$ cat config.mk
export PLATFORM = sky130hd
export DESIGN_NAME = mosquito_wave_scheduler
export DESIGN_NICKNAME = d
export VERILOG_FILES = /design/src/rtl/mosquito_wave_scheduler.sv
export SDC_FILE = /design/constraint.sdc
export NUM_CORES = 1
export LEC_CHECK = 0
export ABC_AREA = 0
export BUFFER_PORTS_ARGS = -buffer_cell sky130_fd_sc_hd__clkbuf_2
export CAP_MARGIN = 20
export CORE_AREA = 2 2 122 124
export DETAILED_ROUTE_END_ITERATION = 10
export DIE_AREA = 0 0 124 126
export PLACE_DENSITY_LB_ADDON = 0.08
export REMOVE_ABC_BUFFERS = 1
export SETUP_SLACK_MARGIN = 0.5
export SYNTH_ARGS = -nofsm -noshare
export SYNTH_HDL_FRONTEND = slang
export SYNTH_SLANG_ARGS = --single-unit
$ cat constraint.sdc
create_clock -name clk25 -period 3.4 [get_ports clk25]
set_input_delay 0.34 -clock clk25 [delete_from_list [all_inputs] [get_ports clk25]]
set_output_delay 0.34 -clock clk25 [all_outputs]
set_load 0.1 [all_outputs]
$ cat src/rtl/mosquito_wave_scheduler.sv
// Wave sequencer for the mosquito game: spawns waves, credits hits, counts escapes,
// raises the level after clean waves and ends the game once too many mosquitoes get away.
module mosquito_wave_scheduler #(
    parameter int NUM_MOSQ     = 2,
    parameter int GAP_CYCLES   = 12500000,
    parameter int MAX_LEVEL    = 7,
    parameter int ESCAPE_LIMIT = 3
) (
    input  logic                clk25,
    input  logic                reset,
    input  logic                start,
    input  logic [NUM_MOSQ-1:0] hit,
    input  logic [NUM_MOSQ-1:0] mosq_alive,
    output logic                reset_mosquito,
    output logic [NUM_MOSQ-1:0] kill,
    output logic [3:0]          speed,
    output logic [2:0]          level,
    output logic [15:0]         score,
    output logic [2:0]          escapes,
    output logic                game_over,
    output logic [2:0]          state
);

    localparam logic [2:0]  S_IDLE    = 3'd0;
    localparam logic [2:0]  S_SPAWN   = 3'd1;
    localparam logic [2:0]  S_ACTIVE  = 3'd2;
    localparam logic [2:0]  S_GAP     = 3'd3;
    localparam logic [2:0]  S_OVER    = 3'd4;

    localparam logic [23:0] GAP_LAST  = (GAP_CYCLES > 1) ? 24'(GAP_CYCLES - 1) : 24'd0;
    localparam logic [2:0]  LEVEL_TOP = 3'(MAX_LEVEL);
    localparam logic [3:0]  ESC_LIMIT = 4'(ESCAPE_LIMIT);

    logic [2:0]          state_q, state_d;
    logic                reset_mosquito_q, reset_mosquito_d;
    logic [NUM_MOSQ-1:0] kill_q, kill_d;
    logic [2:0]          level_q, level_d;
    logic [3:0]          speed_q, speed_d;
    logic [15:0]         score_q, score_d;
    logic [2:0]          escapes_q, escapes_d;
    logic                game_over_q, game_over_d;
    logic [NUM_MOSQ-1:0] alive_q;
    logic [NUM_MOSQ-1:0] hit_flag_q, hit_flag_d;
    logic                wave_escape_q, wave_escape_d;
    logic                armed_q, armed_d;
    logic [23:0]         gap_cnt_q, gap_cnt_d;

    logic [NUM_MOSQ-1:0] validHit;
    logic [NUM_MOSQ-1:0] escapeEv;
    logic [7:0]          hitCount;
    logic [7:0]          escCount;
    logic [3:0]          levelInc;
    logic [23:0]         scoreSum;
    logic [15:0]         scoreSat;
    logic [8:0]          escSum;
    logic [2:0]          escSat;
    logic [2:0]          levelUp;

    // A hit only counts on a live, not-yet-hit slot; a slot dying with the hit is an escape.
    assign validHit = hit & mosq_alive & ~hit_flag_q;
    assign escapeEv = alive_q & ~mosq_alive & ~hit_flag_q;

    always_comb begin
        hitCount = 8'd0;
        escCount = 8'd0;
        for (int i = 0; i < NUM_MOSQ; i++) begin
            hitCount = hitCount + 8'(validHit[i]);
            escCount = escCount + 8'(escapeEv[i]);
        end
    end

    assign levelInc = {1'b0, level_q} + 4'd1;
    assign scoreSum = 24'(score_q) + (24'(hitCount) * 24'(levelInc));
    assign scoreSat = (scoreSum > 24'h00FFFF) ? 16'hFFFF : scoreSum[15:0];
    assign escSum   = 9'(escapes_q) + 9'(escCount);
    assign escSat   = (escSum > 9'd7) ? 3'd7 : escSum[2:0];
    assign levelUp  = (level_q >= LEVEL_TOP) ? level_q : level_q + 3'd1;

    always_comb begin
        state_d          = state_q;
        reset_mosquito_d = 1'b0;
        kill_d           = '0;
        level_d          = level_q;
        score_d          = score_q;
        escapes_d        = escapes_q;
        game_over_d      = game_over_q;
        hit_flag_d       = hit_flag_q;
        wave_escape_d    = wave_escape_q;
        armed_d          = armed_q;
        gap_cnt_d        = gap_cnt_q;

        case (state_q)
            S_IDLE: begin
                if (start) begin
                    score_d          = 16'd0;
                    escapes_d        = 3'd0;
                    level_d          = 3'd0;
                    reset_mosquito_d = 1'b1;
                    state_d          = S_SPAWN;
                end
            end
            S_SPAWN: begin
                hit_flag_d    = '0;
                wave_escape_d = 1'b0;
                armed_d       = 1'b0;
                state_d       = S_ACTIVE;
            end
            S_ACTIVE: begin
                armed_d    = 1'b1;
                hit_flag_d = hit_flag_q | validHit;
                kill_d     = validHit;
                score_d    = scoreSat;
                escapes_d  = escSat;
                if (|escapeEv) begin
                    wave_escape_d = 1'b1;
                end
                // The arm cycle skips wave-end: mosq_alive lags reset_mosquito by a cycle.
                if (armed_q && (mosq_alive == '0)) begin
                    if ({1'b0, escSat} >= ESC_LIMIT) begin
                        game_over_d = 1'b1;
                        state_d     = S_OVER;
                    end else begin
                        gap_cnt_d = 24'd0;
                        state_d   = S_GAP;
                        if (!wave_escape_d) begin
                            level_d = levelUp;
                        end
                    end
                end
            end
            S_GAP: begin
                if (gap_cnt_q >= GAP_LAST) begin
                    reset_mosquito_d = 1'b1;
                    state_d          = S_SPAWN;
                end else begin
                    gap_cnt_d = gap_cnt_q + 24'd1;
                end
            end
            S_OVER: begin
                if (start) begin
                    score_d          = 16'd0;
                    escapes_d        = 3'd0;
                    level_d          = 3'd0;
                    game_over_d      = 1'b0;
                    reset_mosquito_d = 1'b1;
                    state_d          = S_SPAWN;
                end
            end
            default: begin
                state_d = S_IDLE;
            end
        endcase

        speed_d = {1'b0, level_d} + 4'd1;
    end

    always_ff @(posedge clk25 or posedge reset) begin
        if (reset) begin
            state_q          <= S_IDLE;
            reset_mosquito_q <= 1'b0;
            kill_q           <= '0;
            level_q          <= 3'd0;
            speed_q          <= 4'd1;
            score_q          <= 16'd0;
            escapes_q        <= 3'd0;
            game_over_q      <= 1'b0;
            alive_q          <= '0;
            hit_flag_q       <= '0;
            wave_escape_q    <= 1'b0;
            armed_q          <= 1'b0;
            gap_cnt_q        <= 24'd0;
        end else begin
            state_q          <= state_d;
            reset_mosquito_q <= reset_mosquito_d;
            kill_q           <= kill_d;
            level_q          <= level_d;
            speed_q          <= speed_d;
            score_q          <= score_d;
            escapes_q        <= escapes_d;
            game_over_q      <= game_over_d;
            alive_q          <= mosq_alive;
            hit_flag_q       <= hit_flag_d;
            wave_escape_q    <= wave_escape_d;
            armed_q          <= armed_d;
            gap_cnt_q        <= gap_cnt_d;
        end
    end

    assign reset_mosquito = reset_mosquito_q;
    assign kill           = kill_q;
    assign speed          = speed_q;
    assign level          = level_q;
    assign score          = score_q;
    assign escapes        = escapes_q;
    assign game_over      = game_over_q;
    assign state          = state_q;

endmodule

==> flow_summary.yaml, run 1 <==
clocking:
  cts_hold_buf: 0
  clockBufferDepth: 2
  clock_latency_ns: 0.34
  cts_inserted_buffers: 9
  clkSlewWorstSetupHoldPaths_ns: 0.06
  cts_tree: "yes"
  cts-root-buf: "clkbuf_16"
  cts_max_level: 3
  cts_sinks: 63
worst_setup_path:
  slowest_stage: "dfrtp_1"
  cp.buffers_inverters: 16
  critPathMostFrequentCell: "buf_4"
  timing.rr.start: "hit_flag_q[0]"
  critPathLaunch: "hit_flag_q[0]"
  slowest_delay_ns: 0.39
  crit_path_cell_trace: "buf_4 > or3b_4 > fa_2 > inv_2 > buf_6 > buf_4 > buf_4 > buf_4 > buf_4 > buf_4 > buf_4 > buf_4 > buf_4 > buf_4 > buf_4 > buf_4 > buf_4 > buf_6 > a21oi_2 > a311oi_1"
  critPathLaunchType: "flip-flop"
  required_ns: 3.64
  path_class: "flip-flop to flip-flop"
  worstSetupEndpointType: "flip-flop"
  crit_fanout: 3
  crit_arrival_ns: 3.34
  cpLargestDelayFamily: "buffers and inverters"
route:
  vias: 3246
  ant_nets: 0
  route.detailed.drc: 0
  drt_iter0_drc: 188
  viasPerCell: 5.01
  wl_microns: 10700
  drtPass1Iterations: 4
  wl_per_cell_microns: 16.5
timing:
  post-route-period-util_pct: 91.3
  slew_viol_final: 0
  worstMarginPinSlew_ns: 0.707
  fmax_ghz: 0.322
  skew_ns: 0.00880
  finalHoldViolations: 0
  rsz0062_at_grt: "yes"
  setup_violations: 0
  setup_ws_ns: 0.297
  relSlewSlack_pct: 52.9
  period_minus_slack_ns: 3.10
global_route:
  overflow: 0
  grt_pass1_wl_microns: 17300
  antenna_found_initial: 0
  grt_start_max_net_pins: 42
  grt_pass1_vias: 3312
  grt_use_total_pct: 14.5
place:
  place_congestion: 0.722
  postPlaceCellArea_sq_um: 4000
  post-dp-hpwl_microns: 6790
  dp_slack_ns: -0.000801
  io_buffers: 39
synthesis:
  synth_edf_count: 0
  synth_xor_area_share_pct: 1.98
  synth_area_leaders: "dfrtp_1, ha_1, a21oi_1"
  yosysSeqAreaShare_pct: 44.6
  yosysMostFrequentCell: "dfrtp_1"
  yosysWarnings: 0
  netlist_area_sq_um: 3540
  synth_flop_cell: "dfrtp_1"
  synthMuxAreaShare_pct: 1.13
  synth_top_family_by_area: "simple AND/OR/NAND/NOR gates"
  synthArstFlopShare_pct: 100
  synthSimpleGateAreaFrac_pct: 20.3
  ys_ff_latch: 63
  syn-instance-count: 379
  synth_common_cells: "dfrtp_1, nand2_1, a21oi_1"
  synth_top_area_share_pct: 43.9
  synthAdderAreaFrac_pct: 7.43
  synth_cell_types: 49
  synth_compound_area_share_pct: 20.2
  yosysTopAreaCell: "dfrtp_1"
  synth.avg_cell_area_sq_um: 9.33
finish:
  area_growth_pct: 36.9
  final_cell_area_sq_um: 4840
  diodes: 0
  drive_gt1_share_pct: 33.6
  layout.nets: 484
  fillCellCount: 1502
floorplan:
  start_util_pct: 24.7
  core_sq_um: 14300
  io_pins: 40
  std_cell_rows: 44
  dieArea_sq_um: 15600
  die_w_microns: 124
  die_h_microns: 126
power_and_ir_drop:
  powerDensity_nw_per_um2: 684
  ir_drop_uv: 468
  leakagePower_nw: 2.15
flow_run:
  cap_violations: 0
outcome:
  outcome: "finished, final reports clean"
hold_path:
  min_path_type: "input pin to async pin"
[layout make-up]
cell class	count	area [sq um]	share of cell area [%]
repair buffers	83	559	11.5
clock inverters	5	57.6	1.19
multi-input cells	280	2090	43.2
inverters	22	85.1	1.76
well taps	184	230	4.75
flip-flops and latches	63	1580	32.6
clock buffers	11	243	5.01
[state kept, by name, summed over array words and instances, names as in the netlist]
name,count
speed,4
wave_escape_q,1
kill,2
hit_flag_q,2
reset_mosquito,1
escapes,3
armed_q,1
score,16
game_over,1
level,3
state,3
alive_q,2
gap_cnt_q,24
[metrics by stage]
stage | util, % | hold WS, ns | total power [mW] | cells | setup TNS, ns
floorplan | - | 0.371 | 1.93 | 364 | -3.18
global placement | 28.0 | 0.386 | 2.22 | 601 | -0.0713
finish | 33.8 | 0.00982 | 3.31 | 648 | 0
CTS | 32.5 | 0.0385 | 3.26 | 640 | 0
global route | 33.8 | 0.0673 | 3.51 | 648 | 0
detailed placement | 28.0 | 0.401 | 2.22 | 601 | -0.000801
[layout by cell type (no fill, tap or decap), types with 4 or more instances in the layout]
cell | Yosys | layout
o31ai_1 | 7 | 7
ha_4 | 0 | 5
clkbuf_16 | 0 | 9
buf_6 | 1 | 5
nand2_2 | 0 | 4
nor3_1 | 10 | 7
nor2_1 | 18 | 16
a21oi_1 | 29 | 24
and4_1 | 4 | 4
a21o_1 | 5 | 5
nand4_1 | 5 | 5
ha_1 | 13 | 5
dfrtp_1 | 62 | 62
and2_1 | 5 | 5
buf_4 | 1 | 37
a21oi_2 | 0 | 5
or4_1 | 9 | 7
a311oi_1 | 6 | 4
a31oi_1 | 9 | 8
inv_1 | 22 | 15
inv_2 | 0 | 6
o211ai_1 | 6 | 6
nand3_1 | 21 | 18
or3_1 | 7 | 6
xor2_1 | 5 | 5
clkbuf_2 | 0 | 39
and3_1 | 7 | 5
o21ai_0 | 27 | 24
nand2_1 | 37 | 32
mux2i_1 | 4 | 4
[per-layer routing]
metal	wire, microns	GRT usage [%]	vias up
met5	0	0	-
met4	265	5.68	0
met3	389	4.30	18
met2	4980	22.3	50
met1	5060	19.2	1611
li1	-	-	1567
[final timing paths]
check | end | cells after the start | slack [ns]
worst max-delay path | escapes[2] | 20 | 0.30
worst min register to register | gap_cnt_q[4] | 1 | 0.49
max in group asynchronous | score[10] | 3 | 2.43
worst min-delay path | hit_flag_q[1] | 2 | 0.01
min in group clk25 | alive_q[0] | 1 | 0.18
worst max register to register | escapes[2] | 20 | 0.30
[logic make-up after synthesis]
group,after synthesis
buf+inv,37
simple gates,138
fa+ha+maj,18
compound gates,111
xor+xnor,8
flops,63
mux,4
[timing repair]
item                                    in CTS  in global routing
cloned                                       1                  1
endpoints found under the setup margin      30                 29
setup buffers                               22                  7
gates resized for setup                     39                 36
pin swaps                                   23                 23
[power by group]
part / internal, mW / switching, mW / total [mW]
Clock: 0.586 / 0.364 / 0.950
Sequential: 0.928 / 0.219 / 1.15
Combinational: 0.361 / 0.855 / 1.22
Power figures use the tool's default switching activity.
==> run 2: changes to the inputs <==
--- a/config.mk
+++ b/config.mk
@@ -5,12 +5,12 @@
 export SDC_FILE = /design/constraint.sdc
 export NUM_CORES = 1
 export LEC_CHECK = 0
-export ABC_AREA = 0
+export ABC_AREA = 1
 export BUFFER_PORTS_ARGS = -buffer_cell sky130_fd_sc_hd__clkbuf_2
 export CAP_MARGIN = 20
-export CORE_AREA = 2 2 122 124
+export CORE_AREA = 2 2 132 134
 export DETAILED_ROUTE_END_ITERATION = 10
-export DIE_AREA = 0 0 124 126
+export DIE_AREA = 0 0 134 136
 export PLACE_DENSITY_LB_ADDON = 0.08
 export REMOVE_ABC_BUFFERS = 1
 export SETUP_SLACK_MARGIN = 0.5
==> run 2 against run 1 <==
Compared with the run above:
- clock power shrank 10%
- die area rose by 17%
- sequential share of layout area fell by 1.5 points
- fmax rose by 11%
- synthesized area rose by 17%
- first-iteration DRC count down 11%
- sequential power shrank 14%
- combinational power rose by 59%
- largest power group unchanged
- highest routed layer unchanged
==> flow_summary.yaml, run 2 <==
global_route:
  antenna_found_initial: 0
  grt_pass1_vias: 3721
  grt_use_total_pct: 13.8
  grt_start_max_net_pins: 34
  overflow: 0
  grt_pass1_wl_microns: 19500
clocking:
  cts_sinks: 63
  cts_inserted_buffers: 9
  clkSlewWorstSetupHoldPaths_ns: 0.06
  clock_latency_ns: 0.34
  cts_hold_buf: 0
  cts_max_level: 3
  cts_tree: "yes"
  clockBufferDepth: 2
  cts-root-buf: "clkbuf_16"
finish:
  multi_input_area_sq_um: 2310
  area_growth_pct: 22.7
  drive_gt1_share_pct: 17.4
  diodes: 0
  most-common-layout-cells: "nand2_1, inv_1, dfrtp_1"
  largest_reg_flops: 24
  layout.nets: 659
  top_register: "gap_cnt_q"
  layout_commonest_cell: "nand2_1"
  final_cell_area_sq_um: 5080
  fin_util_pct: 30.1
  seqCellArea_sq_um: 1580
  fillCellCount: 1860
floorplan:
  die_h_microns: 136
  dieArea_sq_um: 18200
  start_util_pct: 24.5
  std_cell_rows: 48
  core_sq_um: 16900
  io_pins: 40
  die_w_microns: 134
power_and_ir_drop:
  leakagePower_nw: 2.48
  comb_power_share_pct: 51.3
  powerDensity_nw_per_um2: 746
  switching_share_pct: 52.4
  p_clk_share_pct: 22.6
  seqPwrFrac_pct: 26.1
  total_power_mw: 3.79
  p_int_mw: 1.80
  ir_drop_uv: 311
  p_sw_mw: 1.99
worst_setup_path:
  worstSetupEndpointType: "flip-flop"
  critPathLaunchType: "flip-flop"
  path_class: "flip-flop to flip-flop"
  required_ns: 3.62
  crit_fanout: 6
  crit_arrival_ns: 3.02
timing:
  skew_ns: 0.00764
  slew_viol_final: 0
  tns_ns: 0
  rsz0062_at_grt: "yes"
  fmax_ghz: 0.358
  setup_ws_ns: 0.604
  post-route-period-util_pct: 82.2
  setup_violations: 0
  period_minus_slack_ns: 2.80
  worstMarginPinSlew_ns: 0.835
  finalHoldViolations: 0
  relSlewSlack_pct: 44.3
route:
  drtPass1Iterations: 4
  ant_nets: 0
  route.detailed.drc: 0
  wl_per_cell_microns: 13.8
  viasPerCell: 4.38
  vias: 3778
  wl_microns: 11900
  drt_iter0_drc: 168
synthesis:
  yosysMostFrequentCell: "nand2_1"
  synth_area_leaders: "dfrtp_1, nand2_1, inv_1"
  synthArstFlopShare_pct: 100
  netlist_area_sq_um: 4140
  synth_top_family_by_area: "simple AND/OR/NAND/NOR gates"
  synth_top_area_share_pct: 37.5
  ys_ff_latch: 63
  synth_cell_types: 39
  synth_edf_count: 0
  synth_common_cells: "nand2_1, inv_1, dfrtp_1, nor2_1, nand3_1"
  yosysSeqAreaShare_pct: 38.1
  synthMuxAreaShare_pct: 0
  synth_xor_area_share_pct: 4.86
  synthAdderAreaFrac_pct: 6.34
  synth_flop_cell: "dfrtp_1"
  synth.avg_cell_area_sq_um: 7.17
  yosysWarnings: 0
  yosysTopAreaCell: "dfrtp_1"
  synthSimpleGateAreaFrac_pct: 33.7
  synth_compound_area_share_pct: 7.82
  syn-instance-count: 578
flow_run:
  cap_violations: 0
place:
  place_congestion: 0.837
  postPlaceCellArea_sq_um: 4620
  post-dp-hpwl_microns: 8820
  dp_slack_ns: 0.160
  io_buffers: 39
outcome:
  outcome: "finished, final reports clean"
hold_path:
  min_path_type: "input pin to async pin"
-- run 2: through the flow --
step / hold WS [ns] / cells
2_1_floorplan: 0.371 / 566
3_3_place_gp: 0.458 / 840
3_5_place_dp: 0.452 / 840
4_1_cts: 0.133 / 857
5_1_grt: 0.145 / 863
6_report: 0.113 / 863
-- run 2: per-layer routing --
| metal | up-vias | track usage, % | routed length [microns] |
|---|---|---|---|
| li1 | 1943 | - | - |
| met1 | 1775 | 17.8 | 5630 |
| met2 | 52 | 22.5 | 5780 |
| met3 | 8 | 3.47 | 362 |
| met4 | 0 | 5.14 | 127 |
| met5 | - | 0 | 0 |
-- run 2: power by group through the flow --
| stage | sequential, mW | combinational (mW) | clock (mW) |
|---|---|---|---|
| 2_1_floorplan | 1.65 | 0.720 | 0 |
| 3_3_place_gp | 1.00 | 1.88 | 0 |
| 3_5_place_dp | 1.00 | 1.88 | 0 |
| 4_1_cts | 0.981 | 1.93 | 0.897 |
| 5_1_grt | 1.01 | 2.13 | 0.918 |
| 6_report | 0.990 | 1.94 | 0.855 |
-- run 2: repair_timing --
action / in CTS / in global routing
buffers inserted: 2 / 6
setup endpoints to repair: 15 / 42
gates resized for setup: 7 / 29
endpoints found under the hold margin: 0 / 0
pin swaps: 1 / 12
-- run 2: kinds of logic (layout without fill, tap and decap cells) --
group,count (synthesis),in the layout
xor gates and xnor gates,23,23
adders and majority gates,18,18
buffers and inverters,94,154
DFF,63,63
and+or+nand+nor,323,323
AOI/OAI and AO/OA,57,57
-- run 2: worst paths after layout --
| check | cells after the start | endpoint | from | slack, ns |
|---|---|---|---|---|
| min in group clk25 | 1 | alive_q[0] | mosq_alive[0] | 0.16 |
| worst max register to register | 17 | score[11] | hit_flag_q[0] | 0.60 |
| worst max-delay path | 17 | score[11] | hit_flag_q[0] | 0.60 |
| max in group asynchronous | 3 | speed[0] | reset | 2.53 |
| worst min-delay path | 2 | score[8] | reset | 0.11 |
| worst min register to register | 1 | kill[0] | hit_flag_q[0] | 0.48 |
-- run 2: cell type report --
type	count	area share (%)
inverter	82	6.06
sequential	63	31.1
timing repair buffer	57	6.57
clock inverter	4	0.443
clock buffer	11	4.78
multi-input combinational	421	45.6
tap	225	5.54
-- run 2: worst max-delay path, stage by stage (launching register included) --
cell and delay (ns):
dfrtp_1 0.40, nor2_2 0.14, ha_4 0.23, nand2_2 0.07, fa_1 0.41, inv_1 0.07, ha_2 0.18, inv_2 0.05
fa_2 0.40, o21ai_2 0.14, buf_6 0.13, nand2_4 0.05, nand2_4 0.09, nand2_2 0.05, xor2_1 0.13, nand2_1 0.07
nand2_1 0.05, nand2_1 0.04
